`config.mk`:
```
export PLATFORM = sky130hd
export DESIGN_NAME = mul_seq_ctrl
export DESIGN_NICKNAME = d
export VERILOG_FILES = /design/src/rtl/mul_seq_ctrl_pkg.sv /design/src/rtl/mul_seq_ctrl.sv
export SDC_FILE = /design/constraint.sdc
export NUM_CORES = 1
export LEC_CHECK = 0
export CAP_MARGIN = 20
export CORE_MARGIN = 1
export CORE_UTILIZATION = 30
export CTS_BUF_LIST = sky130_fd_sc_hd__clkbuf_2 sky130_fd_sc_hd__clkbuf_4 sky130_fd_sc_hd__clkbuf_8
export CTS_CLUSTER_SIZE = 16
export DETAILED_ROUTE_END_ITERATION = 8
export GPL_TIMING_DRIVEN = 0
export PLACE_DENSITY = 0.55
export SYNTH_ARGS = -nofsm -noshare
export SYNTH_HDL_FRONTEND = slang
export SYNTH_SLANG_ARGS = --single-unit
```
`constraint.sdc`:
```
create_clock -name clk -period 2.2 [get_ports clk]
set_clock_uncertainty 0.15 [all_clocks]
set_input_delay 0.66 -clock clk [delete_from_list [all_inputs] [get_ports clk]]
set_output_delay 0.66 -clock clk [all_outputs]
set_load 0.01 [all_outputs]
```
`src/rtl/mul_seq_ctrl_pkg.sv`:
```
// Shared definitions for the Booth multiplier front-end: FSM encoding and result flag layout.
// Latency: n/a (types and constants only).
// Backpressure: n/a.
package mul_seq_ctrl_pkg;

    // FSM state encoding, shared with the ALU top
    typedef enum logic [1:0] {
        ST_IDLE  = 2'd0,
        ST_ISSUE = 2'd1,
        ST_WAIT  = 2'd2,
        ST_RESP  = 2'd3
    } state_e;

    // Flag bit ordering as seen by the ALU top: {err, ovf8, neg, zero}
    localparam int FLG_ZERO = 0;
    localparam int FLG_NEG  = 1;
    localparam int FLG_OVF8 = 2;
    localparam int FLG_ERR  = 3;

    typedef struct packed {
        logic err;
        logic ovf8;
        logic neg;
        logic zero;
    } flags_t;

    // Reports whether a 16-bit product needs more than a signed byte
    function automatic logic ovf8_of(input logic [15:0] p);
        return ~(&p[15:7]) & (|p[15:7]);
    endfunction

endpackage

```
`src/rtl/mul_seq_ctrl.sv`:
```
// Request/response sequencer around the radix-4 Booth multiplier with a hang timeout.
// Latency: accept -> rsp_valid = 1 (issue) + multiplier cycles + 1 (capture).
// Backpressure: req_ready only in IDLE; the result holds in RESP until rsp_ready.
module mul_seq_ctrl
    import mul_seq_ctrl_pkg::*;
#(
    parameter int TIMEOUT_CYC = 32,
    parameter int CNT_W       = 6
) (
    input  logic        clk,
    input  logic        rst,
    input  logic        req_valid,
    output logic        req_ready,
    input  logic [7:0]  req_a,
    input  logic [7:0]  req_b,
    output logic        mul_start,
    output logic [7:0]  mul_a,
    output logic [7:0]  mul_b,
    input  logic        mul_done,
    input  logic [15:0] mul_p,
    output logic        rsp_valid,
    input  logic        rsp_ready,
    output logic [15:0] rsp_p,
    output logic        rsp_zero,
    output logic        rsp_neg,
    output logic        rsp_ovf8,
    output logic        rsp_err,
    output logic        busy
);

    // Last WAIT cycle before abort; counter value 0 is the first WAIT cycle
    localparam logic [CNT_W-1:0] CNT_LAST = CNT_W'(TIMEOUT_CYC - 1);

    state_e           state;
    state_e           state_nxt;
    logic [CNT_W-1:0] cnt;
    flags_t           flags_q;
    flags_t           flags_d;
    logic             timeout_hit;

    assign timeout_hit = (cnt == CNT_LAST);

    // State register
    always_ff @(posedge clk or posedge rst) begin
        if (rst) begin
            state <= ST_IDLE;
        end else begin
            state <= state_nxt;
        end
    end

    // Next-state: done takes priority over timeout in the same WAIT cycle
    always_comb begin
        state_nxt = state;
        case (state)
            ST_IDLE:  if (req_valid)               state_nxt = ST_ISSUE;
            ST_ISSUE:                              state_nxt = ST_WAIT;
            ST_WAIT:  if (mul_done || timeout_hit) state_nxt = ST_RESP;
            ST_RESP:  if (rsp_ready)               state_nxt = ST_IDLE;
            default:                               state_nxt = ST_IDLE;
        endcase
    end

    // Handshake and control outputs decoded from state
    always_comb begin
        req_ready = (state == ST_IDLE);
        mul_start = (state == ST_ISSUE);
        rsp_valid = (state == ST_RESP);
        busy      = (state != ST_IDLE);
    end

    // Flags derived straight from the multiplier product, registered at capture
    always_comb begin
        flags_d      = '0;
        flags_d.zero = (mul_p == 16'h0000);
        flags_d.neg  = mul_p[15];
        flags_d.ovf8 = ovf8_of(mul_p);
        flags_d.err  = 1'b0;
    end

    // Operand latch, timeout counter and result capture
    always_ff @(posedge clk or posedge rst) begin
        if (rst) begin
            mul_a   <= '0;
            mul_b   <= '0;
            cnt     <= '0;
            rsp_p   <= '0;
            flags_q <= '0;
        end else begin
            case (state)
                ST_IDLE: begin
                    if (req_valid) begin
                        mul_a <= req_a;
                        mul_b <= req_b;
                    end
                end
                ST_ISSUE: begin
                    cnt <= '0;
                end
                ST_WAIT: begin
                    cnt <= cnt + 1'b1;
                    if (mul_done) begin
                        rsp_p   <= mul_p;
                        flags_q <= flags_d;
                    end else if (timeout_hit) begin
                        rsp_p       <= '0;
                        flags_q     <= '0;
                        flags_q.err <= 1'b1;
                    end
                end
                default: ;
            endcase
        end
    end

    assign rsp_zero = flags_q.zero;
    assign rsp_neg  = flags_q.neg;
    assign rsp_ovf8 = flags_q.ovf8;
    assign rsp_err  = flags_q.err;

endmodule

```
==> results of run 1 <==
[state kept, by name, indices dropped and copies added (netlist names)]
| signal | flops |
|---|---|
| rsp_p | 16 |
| mul_a | 8 |
| mul_b | 8 |
| cnt | 6 |
| state | 2 |
| rsp_err | 1 |
| rsp_ovf8 | 1 |
| rsp_zero | 1 |
[path summary, 6_finish.rpt]
path                            from   endpoint  slack (ns)  depth (start not counted)
setup / recovery            state[1]  rsp_valid        0.08                          3
hold reg to reg            rsp_p[13]  rsp_p[13]        0.35                          2
min in group asynchronous        rst  rsp_p[13]        0.56                          2
hold / removal             rsp_p[13]  rsp_p[13]        0.35                          2
setup reg to reg            state[1]  rsp_p[15]        0.25                          7
max in group asynchronous        rst     cnt[5]        0.86                          3
[cell usage after synthesis, drive strengths merged (2+ instances only)]
library cell | count | area share
o21ai | 24 | 0.062
nand4 | 2 | 0.0064
nor2 | 3 | 0.0058
nand3 | 21 | 0.054
a21oi | 2 | 0.011
nor3 | 2 | 0.0052
nor2b | 2 | 0.010
inv | 8 | 0.015
mux2 | 17 | 0.10
a41oi | 2 | 0.013
dfrtp | 43 | 0.55
buf | 7 | 0.025
clkbuf | 4 | 0.0077
nand2 | 25 | 0.048
nor4 | 2 | 0.0064
ha | 6 | 0.039
[where the power goes]
| group | internal (mW) | leakage [nW] | switching, mW | total [mW] |
|---|---|---|---|---|
| sequential | 1.13 | 0.534 | 0.169 | 1.30 |
| clock | 0.246 | 0.0470 | 0.255 | 0.502 |
| combinational | 1.03 | 0.691 | 0.816 | 1.84 |
| total | 2.40 | 1.27 | 1.24 | 3.64 |
[cell families after synthesis]
| group | count (synthesis) | share of synthesized area |
|---|---|---|
| buffers and inverters | 19 | 0.0483 |
| AOI/OAI and AO/OA | 33 | 0.106 |
| and+or+nand+nor | 60 | 0.148 |
| DFF | 43 | 0.554 |
| adders and majority gates | 6 | 0.0387 |
| xor gates and xnor gates | 1 | 0.00451 |
| muxes | 17 | 0.101 |
[final cells by class]
| class | instances | area (um2) |
|---|---|---|
| fill | 589 | 3170 |
| buffer | 11 | 63.8 |
| sequential | 43 | 1080 |
| inverter | 8 | 30.0 |
| clock buffer | 6 | 82.6 |
| timing repair buffer | 79 | 798 |
| tap | 75 | 93.8 |
| multi-input combinational | 117 | 774 |
| clock inverter | 1 | 5.00 |
[worst max-delay path: cells and delay by family, from the launching register on]
kind / cells / cell delay, ns
flip-flops: 1 / 0.41
buffers and inverters: 2 / 0.43
adder cells (fa/ha/maj): 1 / 0.18
[repair_timing]
item                       4_1_cts  5_1_grt
resized for setup                4        2
setup buffers                    2        0
setup endpoints to repair        4        1
[layer usage]
layer	vias up	global-route usage	routed length [um]
met4	0	0.0368	43
met2	54	0.221	1980
met1	741	0.191	2170
met5	-	0	0
li1	786	-	-
met3	5	0.0451	352
==> results_dict.tcl, run 1 <==
set metrics [dict create \
    ys_types 32 \
    yosysWarnings 0 \
    io_pins 77 \
    cts_root_buffer "clkbuf_8" \
    min_period_over_period 0.965 \
    layout_common_cells "72 x clkdlybuf4s50_1, 43 x dfrtp_1, 25 x nand2_1" \
    final_cell_count_no_fill 340 \
    place_inst 331 \
    place_ws_ns -0.134 \
    cellPowerDensity_nw_per_um2 1250 \
    hpwl_mm 3.37 \
    synth-seq-area-share 0.554 \
    critPathKind "reg -> out" \
    via_per_inst 4.66 \
    grt_pass1_vias 1505 \
    status "complete, no violations" \
    grt_overflow_total 0 \
    clk_pin_slew_worst_paths_ns 0.08 \
    track_usage 0.142 \
    final_core_util 0.480 \
    htreeDepth 2 \
    finalPower_mw 3.64 \
    synth-edff-count 0 \
    critPathCaptureType "primary output" \
    dieArea_um2 6800 \
    drt-total-wl_mm 4.55 \
    startpoint_type "register" \
    mostFrequentLayoutCell "clkdlybuf4s50_1" \
    initial_core_util 0.319 \
    fin_nets 308 \
    grt_max_degree 23 \
    rsz0062_at_grt "false" \
    place.gp.congestion 0.719 \
    arrival_ns 1.31 \
    finalSetupViolCount 0 \
    syn_nets 222 \
    path_max_fanout 3 \
    drtAntennaViolNets 0 \
    fmax_ghz 0.471 \
    slew_violations 0 \
    hold_viol_final 0 \
    core_area_um2 6100 \
    worst_slew_pin_slew_ns 0.495 \
    drc_errors 0 \
    slowest_stage "dfrtp_1" \
    io_buffers 76 \
    cts_tree "done" \
    dpl_cell_area_um2 2820 \
    period_minus_slack_ns 2.12 \
    hold_ws_ns 0.346 \
    cts.sinks 43 \
    cts_buffers 5 \
    setup_ws_ns 0.0771 \
    syn_area_per_cell_um2 10.8 \
    hold_path.class "reg -> reg" \
    first_iter_violations 55 \
    rows 28 \
    max-vdd-ir-drop_v 0.000582 \
    ys_ff_latch 43 \
    clk_path_buf_depth 2 \
    critPathRequiredTime_ns 1.39 \
    layout-drive-gt1-share 0.147 \
    syn2layout_area_growth_pct 50.6 \
    setup-tns-final_ns 0 \
    async_flop_share 1.00 \
    num_vias 1586 \
    antenna_found_initial 0 \
    synthFlopType "dfrtp_1" \
    wire_per_inst_um 13.4 \
    p_leak_nw 1.27 \
    fin_area_um2 2920 \
    die_h_um 82.5 \
    slew_headroom 0.670 \
    diodes 0 \
    syn-cell-area_um2 1940 \
    die_x_um 82.5 \
    critical_path.max_stage_delay_ns 0.41 \
    cp_cell_sequence "buf_4 > ha_1 > dlygate4sd2_1" \
    holdBufCountCts 0 \
    first_pass_iters 4 \
    syn_inst 179 \
    maxCapViolCount 0 \
    clock_latency_ns 0.29 \
    grt_pass1_wl_mm 7.16 \
]
(Power assumes the default switching activity.)
==> run 2: changes to the inputs <==
--- a/config.mk
+++ b/config.mk
@@ -6,13 +6,15 @@
 export NUM_CORES = 1
 export LEC_CHECK = 0
 export CAP_MARGIN = 20
+export CELL_PAD_IN_SITES_DETAIL_PLACEMENT = 0
+export CELL_PAD_IN_SITES_GLOBAL_PLACEMENT = 2
 export CORE_MARGIN = 1
-export CORE_UTILIZATION = 30
+export CORE_UTILIZATION = 27
 export CTS_BUF_LIST = sky130_fd_sc_hd__clkbuf_2 sky130_fd_sc_hd__clkbuf_4 sky130_fd_sc_hd__clkbuf_8
 export CTS_CLUSTER_SIZE = 16
 export DETAILED_ROUTE_END_ITERATION = 8
 export GPL_TIMING_DRIVEN = 0
-export PLACE_DENSITY = 0.55
+export PLACE_DENSITY = 0.78
 export SYNTH_ARGS = -nofsm -noshare
 export SYNTH_HDL_FRONTEND = slang
 export SYNTH_SLANG_ARGS = --single-unit
==> results_dict.tcl, run 2 (synthesis results as in run 1) <==
set metrics [dict create \
    rows 30 \
    htreeDepth 2 \
    hold_path.class "reg -> reg" \
    crit_path_start "rsp_p[15]" \
    initial_core_util 0.283 \
    core_area_um2 6870 \
    max-vdd-ir-drop_v 0.000332 \
    grt_pass1_vias 1561 \
    rsz0062_at_grt "false" \
    die_x_um 86.8 \
    dpl_cell_area_um2 2840 \
    critPathRequiredTime_ns 1.39 \
    status "complete, no violations" \
    drc_errors 0 \
    clk_pin_slew_worst_paths_ns 0.09 \
    io_buffers 76 \
    setup.worst_path.end "rsp_p[15]" \
    drtAntennaViolNets 0 \
    wire_per_inst_um 13.5 \
    place_inst 352 \
    p_leak_nw 1.26 \
    via_per_inst 4.54 \
    maxCapViolCount 0 \
    dieArea_um2 7540 \
    startpoint_type "register" \
    critPathKind "reg -> out" \
    clk_path_buf_depth 2 \
    io_pins 77 \
    syn2layout_area_growth_pct 52.4 \
    cellPowerDensity_nw_per_um2 1260 \
    slew_headroom 0.680 \
    grt_pass1_wl_mm 7.81 \
    worst_hold_path.num_cells 2 \
    rr_worst_depth 7 \
    fin_area_um2 2960 \
    final_cell_count_no_fill 362 \
    rr_endpoint "rsp_p[8]" \
    arrival_ns 1.33 \
    clock_latency_ns 0.30 \
    mostFrequentLayoutCell "clkdlybuf4s50_1" \
    layout-drive-gt1-share 0.147 \
    die_h_um 86.8 \
    hpwl_mm 3.52 \
    reg_top3 "rsp_p: 16 flops, mul_a: 8 flops, mul_b: 8 flops" \
    layout_common_cells "72 x clkdlybuf4s50_1, 43 x dfrtp_1, 25 x nand2_1" \
    ff2ff_setup_slack_ns 0.29 \
    diodes 0 \
    grt_overflow_total 0 \
    path_max_fanout 3 \
    first_pass_iters 4 \
    cts_buffers 5 \
    period_minus_slack_ns 2.14 \
    r2r_start "state[1]" \
    cts.sinks 43 \
    place.gp.congestion 0.683 \
    largest_register_ffs 16 \
    track_usage 0.137 \
    critPathCaptureType "primary output" \
    fmax_ghz 0.468 \
    min_period_over_period 0.971 \
    hold_ws_ns 0.353 \
    fin_nets 308 \
    antenna_found_initial 0 \
    num_vias 1644 \
    hold_viol_final 0 \
    worst_slew_pin_slew_ns 0.481 \
    drt-total-wl_mm 4.87 \
    cts_tree "done" \
    first_iter_violations 50 \
    finalSetupViolCount 0 \
    slew_violations 0 \
    cts_root_buffer "clkbuf_8" \
    grt_max_degree 27 \
    top_register "rsp_p" \
]
[run 2: critical path: stages (launching register included)]
cell	delay (ns)
dfrtp_1	0.38
buf_4	0.11
clkdlybuf4s50_1	0.52
[run 2: repair_timing]
| action | CTS | global route |
|---|---|---|
| resized for setup | 4 | 3 |
| endpoints found under the setup margin | 4 | 3 |
| pin swaps | 0 | 1 |
| buffers inserted | 2 | 0 |
| hold buffers | 0 | 0 |
| gates cloned | 0 | 0 |
[run 2: stage by stage]
stage | TNS, ns | setup slack (ns) | util | power, mW
2_1_floorplan | 0 | 0.387 | - | 2.22
3_5_place_dp | -1.14 | -0.121 | 0.414 | 3.20
5_1_grt | 0 | 0.000991 | 0.431 | 4.02
4_1_cts | 0 | 0.0111 | 0.429 | 3.75
6_report | 0 | 0.0641 | 0.431 | 3.72
3_3_place_gp | -27.40 | -0.616 | 0.411 | 3.16
[run 2: where the power goes]
group | switching (mW) | leakage (nW) | total [mW] | internal [mW]
clock network | 0.304 | 0.0408 | 0.532 | 0.227
registers | 0.165 | 0.534 | 1.29 | 1.13
logic | 0.851 | 0.689 | 1.89 | 1.04
[run 2: area by class of cell]
cell class | instances | area, um2
Buffer | 11 | 63.8
Sequential cell | 43 | 1080
Inverter | 8 | 30.0
Tap cell | 96 | 120
Fill cell | 682 | 3910
Multi-Input combinational cell | 117 | 785
Clock inverter | 3 | 23.8
Clock buffer | 5 | 68.8
Timing Repair Buffer | 79 | 792
[run 2: worst min path at each step]
stage,from,end,slack (ns)
global route,mul_a[5],mul_a[5],0.37
detailed placement,rsp_p[0],rsp_p[0],0.33
global placement,rsp_p[9],rsp_p[9],0.33
CTS,rsp_p[4],rsp_p[4],0.36
finish,rsp_p[9],rsp_p[9],0.35
floorplan,cnt[4],cnt[4],0.35
[run 2: metal layers]
layer	vias to the layer above	wire, um	global-route usage
li1	792	-	-
met5	-	0	0
met4	0	138	0.0576
met3	9	327	0.0438
met1	781	2260	0.180
met2	62	2150	0.208
==> run 3: changes to the inputs <==
--- a/config.mk
+++ b/config.mk
@@ -5,7 +5,6 @@
 export SDC_FILE = /design/constraint.sdc
 export NUM_CORES = 1
 export LEC_CHECK = 0
-export CAP_MARGIN = 20
 export CELL_PAD_IN_SITES_DETAIL_PLACEMENT = 0
 export CELL_PAD_IN_SITES_GLOBAL_PLACEMENT = 2
 export CORE_MARGIN = 1
@@ -15,6 +14,7 @@
 export DETAILED_ROUTE_END_ITERATION = 8
 export GPL_TIMING_DRIVEN = 0
 export PLACE_DENSITY = 0.78
+export SLEW_MARGIN = 20
 export SYNTH_ARGS = -nofsm -noshare
 export SYNTH_HDL_FRONTEND = slang
 export SYNTH_SLANG_ARGS = --single-unit
==> results of run 3 <==
Final layout, timing and power as in run 2 (identical DEF).
